**src/rtl/hwpe_stream_word_packer.sv**
```systemverilog
// Packs NB_WORDS narrow stream words into one wide beat. Transfers are
// nb_words_i long, and a partial final beat is zero-filled in its unused lanes.
module hwpe_stream_word_packer #(
  parameter int unsigned DATA_WIDTH_IN = 32,
  parameter int unsigned NB_WORDS      = 4,
  parameter int unsigned CNT_WIDTH     = 16
) (
  input  logic                                    clk_i,
  input  logic                                    rst_ni,
  input  logic                                    clear_i,
  input  logic [DATA_WIDTH_IN-1:0]                push_data_i,
  input  logic [DATA_WIDTH_IN/8-1:0]              push_strb_i,
  input  logic                                    push_valid_i,
  output logic                                    push_ready_o,
  output logic [NB_WORDS*DATA_WIDTH_IN-1:0]       pop_data_o,
  output logic [NB_WORDS*DATA_WIDTH_IN/8-1:0]     pop_strb_o,
  output logic                                    pop_valid_o,
  input  logic                                    pop_ready_i,
  input  logic                                    start_i,
  input  logic [CNT_WIDTH-1:0]                    nb_words_i,
  output logic                                    ready_start_o,
  output logic                                    done_o
);

  localparam int unsigned STRB_IN   = DATA_WIDTH_IN / 8;
  localparam int unsigned DATA_OUT  = NB_WORDS * DATA_WIDTH_IN;
  localparam int unsigned STRB_OUT  = NB_WORDS * STRB_IN;
  localparam int unsigned IDX_W     = (NB_WORDS > 1) ? $clog2(NB_WORDS) : 1;
  localparam logic [IDX_W-1:0] LAST_IDX = IDX_W'(NB_WORDS - 1);

  typedef enum logic [1:0] {IDLE, PACK, DRAIN} state_e;

  state_e                 state_q, state_d;
  logic [IDX_W-1:0]       idx_q, idx_d;
  logic [CNT_WIDTH-1:0]   rem_q, rem_d;
  logic [DATA_OUT-1:0]    acc_data_q, acc_data_d;
  logic [STRB_OUT-1:0]    acc_strb_q, acc_strb_d;
  logic [DATA_OUT-1:0]    out_data_q, out_data_d;
  logic [STRB_OUT-1:0]    out_strb_q, out_strb_d;
  logic                   out_valid_q, out_valid_d;
  logic                   done_q, done_d;

  logic                   completing;
  logic                   last_word;
  logic                   push_hs;
  logic                   pop_hs;
  logic [DATA_OUT-1:0]    merged_data;
  logic [STRB_OUT-1:0]    merged_strb;

  // A word closes a beat when it fills the top lane or is the last of the transfer.
  assign last_word  = (rem_q == CNT_WIDTH'(1));
  assign completing = (idx_q == LAST_IDX) || last_word;
  assign push_hs    = push_valid_i && push_ready_o;
  assign pop_hs     = out_valid_q && pop_ready_i;

  always_ff @(posedge clk_i or negedge rst_ni) begin
    if (!rst_ni) begin
      state_q <= IDLE;
    end else begin
      state_q <= state_d;
    end
  end

  always_comb begin
    state_d = state_q;
    unique case (state_q)
      IDLE:    if (start_i && (nb_words_i != '0)) state_d = PACK;
      PACK:    if (push_hs && last_word)          state_d = DRAIN;
      DRAIN:   if (pop_hs)                        state_d = IDLE;
      default:                                    state_d = IDLE;
    endcase
    if (clear_i) state_d = IDLE;
  end

  // The closing word may only enter when the output register is free or emptying.
  always_comb begin
    ready_start_o = (state_q == IDLE);
    push_ready_o  = 1'b0;
    if (state_q == PACK) begin
      push_ready_o = !completing || !out_valid_q || pop_ready_i;
    end
  end

  always_comb begin
    merged_data = acc_data_q;
    merged_strb = acc_strb_q;
    for (int l = 0; l < int'(NB_WORDS); l++) begin
      if (idx_q == IDX_W'(l)) begin
        merged_data[l*DATA_WIDTH_IN +: DATA_WIDTH_IN] = push_data_i;
        merged_strb[l*STRB_IN +: STRB_IN]             = push_strb_i;
      end
    end
  end

  always_comb begin
    idx_d       = idx_q;
    rem_d       = rem_q;
    acc_data_d  = acc_data_q;
    acc_strb_d  = acc_strb_q;
    out_data_d  = out_data_q;
    out_strb_d  = out_strb_q;
    out_valid_d = out_valid_q;
    done_d      = 1'b0;

    if ((state_q == IDLE) && start_i) begin
      if (nb_words_i != '0) begin
        rem_d      = nb_words_i;
        idx_d      = '0;
        acc_data_d = '0;
        acc_strb_d = '0;
      end else begin
        done_d = 1'b1;
      end
    end

    // Output register reads as zero whenever it holds no beat.
    if (pop_hs) begin
      out_valid_d = 1'b0;
      out_data_d  = '0;
      out_strb_d  = '0;
    end

    if (push_hs) begin
      if (rem_q != '0) rem_d = rem_q - CNT_WIDTH'(1);
      idx_d = (idx_q == LAST_IDX) ? '0 : idx_q + IDX_W'(1);
      if (completing) begin
        out_data_d  = merged_data;
        out_strb_d  = merged_strb;
        out_valid_d = 1'b1;
        acc_data_d  = '0;
        acc_strb_d  = '0;
      end else begin
        acc_data_d = merged_data;
        acc_strb_d = merged_strb;
      end
    end

    if ((state_q == DRAIN) && pop_hs) done_d = 1'b1;

    if (clear_i) begin
      idx_d       = '0;
      rem_d       = '0;
      acc_data_d  = '0;
      acc_strb_d  = '0;
      out_data_d  = '0;
      out_strb_d  = '0;
      out_valid_d = 1'b0;
      done_d      = 1'b0;
    end
  end

  always_ff @(posedge clk_i or negedge rst_ni) begin
    if (!rst_ni) begin
      idx_q       <= '0;
      rem_q       <= '0;
      acc_data_q  <= '0;
      acc_strb_q  <= '0;
      out_data_q  <= '0;
      out_strb_q  <= '0;
      out_valid_q <= 1'b0;
      done_q      <= 1'b0;
    end else begin
      idx_q       <= idx_d;
      rem_q       <= rem_d;
      acc_data_q  <= acc_data_d;
      acc_strb_q  <= acc_strb_d;
      out_data_q  <= out_data_d;
      out_strb_q  <= out_strb_d;
      out_valid_q <= out_valid_d;
      done_q      <= done_d;
    end
  end

  assign pop_data_o  = out_data_q;
  assign pop_strb_o  = out_strb_q;
  assign pop_valid_o = out_valid_q;
  assign done_o      = done_q;

endmodule

```
**config.mk**
```make
export PLATFORM = sky130hd
export DESIGN_NAME = hwpe_stream_word_packer
export DESIGN_NICKNAME = d
export VERILOG_FILES = /design/src/rtl/hwpe_stream_word_packer.sv
export SDC_FILE = /design/constraint.sdc
export NUM_CORES = 1
export LEC_CHECK = 0
export ABC_AREA = 0
export BUFFER_PORTS_ARGS = -buffer_cell sky130_fd_sc_hd__buf_4
export CORE_UTILIZATION = 52
export DETAILED_ROUTE_END_ITERATION = 10
export PLACE_DENSITY = 0.79
export SKIP_CTS_REPAIR_TIMING = 1
export SLEW_MARGIN = 10
export SYNTH_ARGS = -nofsm -noshare
export SYNTH_HDL_FRONTEND = slang
export SYNTH_SLANG_ARGS = --single-unit
```
**constraint.sdc**
```tcl
create_clock -name clk_i -period 4.5 [get_ports clk_i]
set_input_delay 0.225 -clock clk_i [delete_from_list [all_inputs] [get_ports clk_i]]
set_output_delay 0.225 -clock clk_i [all_outputs]
set_load 0.02 [all_outputs]
```
Yosys cells after proc, flatten, opt, wreduce, memory -nomap -nowiden:

Cells that the tools add are included.

* $mul: 0
* muxes and demuxes: 50
* shift operators: 0
* order comparisons: 0
* equal/unequal tests: 9
* reduce and logical (&&, ||, !) cells: 19
* add/sub/neg operators: 2
* bitwise operators: 0
* divide/modulo/power cells: 0

Operator list (number)
* $mux W128: 9
* $mux W16: 14
* $mux W32: 4
* $reduce_bool A16 Y1: 2
* $mux W2: 9
* $eq A16 B1 Y1 const B: 1
* $mux W4: 4
* $sub A16 B1 Y16 const B: 1
* $mux W1: 9
* $eq A2 B2 Y1 const B: 3
* $logic_and A1 B1 Y1: 6
* $ne A3 B3 Y1 const B: 2
* $pmux W2 S3: 1
* $reduce_bool A3 Y1: 2
* $eq A2 B1 Y1 const B: 2
* $logic_not A2 Y1: 2
* $logic_or A1 B1 Y1: 3
* $ne A3 B2 Y1 const B: 1
* $reduce_and A3 Y1: 1
* $add A2 B1 Y2 const B: 1
* $logic_not A1 Y1: 2
* $reduce_and A2 Y1: 1

* output and inout bits: 148
* bits in latches: 0
* bits of input ports: 58
* RAM bits: 0
* memories kept: 0
* bits in read-only memories: 0
* flip-flop bits (word level): 310

Depth between registers and ports, before layout:

* depth after elaboration: 11
* depth in mapped cells: 9
* depth with buffers taken out: 7

Worst setup path before layout:

Ideal clock, no wire load.

* kind: reg2reg
* from: register rem_q[2]
* to: register out_data_q[100], in the netlist pop_data_o[100]
* required time: 4.423 ns
* stages on the path, launching flop included: 8
* library setup time: 0.077 ns
* slack: 2.478 ns
* clock period less this slack: 2.022 ns
* buffers on the path: 2
* data arrival time: 1.946 ns
* cell sequence: dfrtp_1 -> nor4_4 -> and4_4 -> a21oi_4 -> buf_6 -> buf_6 -> or4_1 -> o21ai_1

* cells in the longest elaborated chain, start to end: 9
* elaborated cells on any way between the ends: 10

Ends and longest elaborated chain
* start, declared: line 35 `logic [CNT_WIDTH-1:0] rem_q, rem_d;`
* start signal, assigned: line 164 `rem_q <= rem_d;`
* $eq A16 B1 Y1 (*): line 51 `assign last_word = (rem_q == CNT_WIDTH'(1));`
* $logic_or A1 B1 Y1 (*): line 52 `assign completing = (idx_q == LAST_IDX) || last_word;`
* $logic_not A1 Y1: line 80 `push_ready_o = !completing || !out_valid_q || pop_ready_i;`
* $logic_or A1 B1 Y1 (2 in a row): line 80
* $mux W1: line 79 `if (state_q == PACK) begin`
* $logic_and A1 B1 Y1: line 53 `assign push_hs = push_valid_i && push_ready_o;`
* $mux W128 (*): line 123 `if (push_hs) begin`
* $mux W128 (*): line 140 `if (clear_i) begin`
* named net out_data_d[100]: line 38 `logic [DATA_OUT-1:0] out_data_q, out_data_d;`
* end signal, assigned: line 167 `out_data_q <= out_data_d;`
* end, declared: line 38

The timed path passes the listed nets; every way through them passes the cells marked *.
A chain may end at the register's enable or synchronous reset.

Worst setup path after layout:

* from: register rem_q[9]
* to: register out_data_q[24], in the netlist pop_data_o[24]

The elaborated chain is that of the path after synthesis.

==> flow_metrics.py <==
metrics = {
    "critical_path": {
        "path_cells": "nor4_4, and4_4, a21oi_4, buf_4, or4_1, o21ai_0",
        "critical_path_class": "reg2reg",
        "crit_buf_inv": 1,
        "crit_family": "buffers and inverters",
        "crit_cells": 6,
        "end_kind": "flop",
        "cp_slowest_cell": "buf_4",
        "ff2ff_path_depth": 6,
        "critPathRequiredTime_ns": 4.85,
        "worst_setup_path_start_kind": "flop",
        "cp_max_fo": 107,
        "max_stage_delay_ns": 0.90,
        "worst-endpoint-arrival_ns": 3.45,
    },
    "sta": {
        "hold_viol": 0,
        "timing.final.crit_share_pct": 68.9,
        "slew_headroom_pct": 26.2,
        "fin_worst_skew_ns": 0.00837,
        "setup_violations": 0,
        "rsz0062_at_grt": "no",
        "worst_pin_slew_ns": 1.11,
        "setup_tns_ns": 0,
        "clock.fmax_mhz": 322,
        "fin_ws_ns": 1.40,
        "slew_viol_final": 0,
        "min_period_ns": 3.10,
        "whs_ns": 0.00929,
    },
    "worst_hold_path": {
        "min_path_cells": 3,
        "hold_path_class": "in2reg",
    },
    "logic_synthesis": {
        "synth_ff_type": "dfrtp_1",
        "synth_xor_area_share_pct": 0.179,
        "avgSynthCellArea_um2": 11.0,
        "synth_top_cell_by_area": "dfrtp_1",
        "ys_seq_area_share_pct": 52.9,
        "synth_commonest_cells": "dfrtp_1, nand3_1, mux2i_1, o2bb2ai_1, or4_1",
        "synth_fa_ha_area_share_pct": 0.597,
        "syn_nets": 1396,
        "async_flop_share_pct": 100,
        "yosys_warnings": 0,
        "synth-seq-cells": 310,
        "synthSimpleGateAreaFrac_pct": 15.4,
        "synthDistinctLibCells": 52,
        "synth_cells": 1331,
        "synth_top_family_by_area": "compound AO/OA/AOI/OAI gates",
        "ys_top_cells_by_area": "dfrtp_1, mux2i_1, o2bb2ai_1",
        "synth_most_common_cell": "dfrtp_1",
        "synth-compound-area-share_pct": 16.4,
        "synth.mux.area_fraction_pct": 9.83,
        "syn_area_um2": 14700,
        "synth_top_area_share_pct": 52.9,
        "synth-edff-count": 0,
    },
    "place": {
        "dp_hpwl_um": 23600,
        "port_buffers": 205,
        "gp_congestion": 0.867,
        "pre_cts_slack_ns": 1.51,
    },
    "power_and_ir_drop": {
        "switchingPower_mw": 1.48,
        "ir_worst_vdd_uv": 240,
        "clkPwrFrac_pct": 44.6,
        "power_leakage_nw": 7.42,
        "seq_power_share_pct": 47.1,
        "p_int_mw": 4.57,
        "p_per_area_nw_per_um2": 349,
        "switching_share_pct": 24.4,
        "comb_power_share_pct": 8.3,
    },
    "drt": {
        "vias": 11688,
        "post_drt_via_cell_ratio": 6.35,
        "drt_pass1_iterations": 5,
        "drc": 0,
        "wl_per_cell_um": 21.7,
        "drt-initial-drc-count": 988,
        "wirelength_um": 39900,
        "antenna_left": 0,
    },
    "outcome": {
        "status": "finished, final reports clean",
    },
    "floorplanning": {
        "start_util_pct": 52.8,
        "num_io_pins": 206,
        "die_h_um": 170,
        "die_x_um": 170,
        "rows": 61,
        "die_area_um2": 28900,
        "core_area_um2": 27800,
    },
    "clock_tree": {
        "clk_latency_ns": 0.51,
        "root_buffer": "clkbuf_16",
        "htree_levels": 2,
        "clock-sinks": 310,
        "cts_buffers": 34,
        "path_clk_slew_ns": 0.06,
        "clk_path_buf_depth": 3,
        "cts_tree": "built",
    },
    "global_route": {
        "grt-busiest-layer": "met2",
        "use_met1_pct": 37.3,
        "overflow": 0,
        "grt_pass1_vias": 11474,
        "grt_start_max_net_pins": 145,
        "met2_usage_pct": 44.9,
        "grt.met3_usage_pct": 4.81,
        "antenna_found_initial": 0,
        "grt_pass1_wl_um": 63500,
        "grtUsageTotal_pct": 27.7,
    },
    "cells_and_area": {
        "drive_above_1_share_pct": 20.2,
        "antennaDiodeCount": 0,
        "area_delta_synth_final_pct": 18.3,
        "n_fill_cell": 2296,
        "final_util_pct": 62.4,
        "final_nets": 1506,
    },
    "run": {
        "maxCapViolCount": 0,
    },
}
area by class of cell:
class	count	area (µm²)	area share [%]
Sequential cell	310	7760	44.7
Multi-Input combinational cell	864	6260	36.1
Timing Repair Buffer	224	1740	10.1
Clock buffer	50	1040	6.02
Tap cell	378	473	2.73
Clock inverter	7	38.8	0.224
Inverter	7	28.8	0.166
stage by stage:
| stage | total power [mW] | area, µm² | std cells |
|---|---|---|---|
| detailed placement | 3.40 | 16200 | 1781 |
| floorplan | 3.18 | 14700 | 1331 |
| global route | 6.24 | 17300 | 1840 |
| CTS | 6.10 | 17300 | 1838 |
| finish | 6.05 | 17300 | 1840 |
| global placement | 3.39 | 16200 | 1781 |
worst min-delay path, delay by kind of cell:
kind            cells  cell delay, ns
compound gates      1            0.07
buf+inv             1            0.11
simple gates        1            0.05
logic make-up (layout without fill, tap and decap cells):
| family | count (synthesis) | count (layout) |
|---|---|---|
| AOI/OAI and AO/OA | 346 | 346 |
| xor gates and xnor gates | 3 | 3 |
| adders and majority gates | 7 | 7 |
| buffers and inverters | 157 | 288 |
| DFF | 310 | 310 |
| muxes | 144 | 144 |
| and+or+nand+nor | 364 | 364 |
sequential cells by signal, summed over array words and instances, names as in the netlist:
name         count
state_q          2
acc_data_q     128
rem_q           16
pop_strb_o      16
acc_strb_q      16
pop_data_o     128
idx_q            2
done_o           1
pop_valid_o      1
power by group through the flow:
stage / logic (mW) / registers, mW / clock network (mW)
finish: 0.502 / 2.85 / 2.70
CTS: 0.500 / 2.85 / 2.75
global route: 0.547 / 2.85 / 2.85
global placement: 0.496 / 2.90 / 0
detailed placement: 0.500 / 2.90 / 0
floorplan: 0.292 / 2.89 / 0
metal layers:
| layer | share of wire [%] | up-vias |
|---|---|---|
| li1 | - | 5340 |
| met1 | 43 | 5894 |
| met2 | 49 | 375 |
| met3 | 5.4 | 79 |
| met4 | 3.4 | 0 |
| met5 | 0 | - |
path summary, 6_finish.rpt:
check | startpoint | endpoint | slack (ns)
hold / removal | nb_words_i[10] | rem_q[10]$_DFF_PN0_ | 0.009
hold reg to reg | acc_data_q[125]$_DFFE_PN0P_ | acc_data_q[125]$_DFFE_PN0P_ | 0.48
setup reg to reg | rem_q[9]$_DFF_PN0_ | pop_data_o[24]$_DFF_PN0_ | 1.40
max in group asynchronous | rst_ni | acc_data_q[120]$_DFFE_PN0P_ | 3.05
min in group asynchronous | rst_ni | pop_data_o[4]$_DFF_PN0_ | 0.33
setup / recovery | rem_q[9]$_DFF_PN0_ | pop_data_o[24]$_DFF_PN0_ | 1.40
layout by cell type (no fill, tap or decap), drive strengths merged, types with 3 or more instances in the layout:
master and n:
o211ai 5, clkinv 6, a32oi 6, or3 4, mux2i 144, o31ai 3, dfrtp 310, buf 222
a22oi 3, nand2 15, a21oi 21, clkbuf 50, o21ai 144, or4 143, o2bb2ai 144, ha 7
nand3 149, inv 8, o2111ai 3, nor2 12, nand4 6, nor3 9, o311ai 3, nand2b 5
nor4 9, a31oi 3
Note: power is estimated with default switching activity, not from simulation.
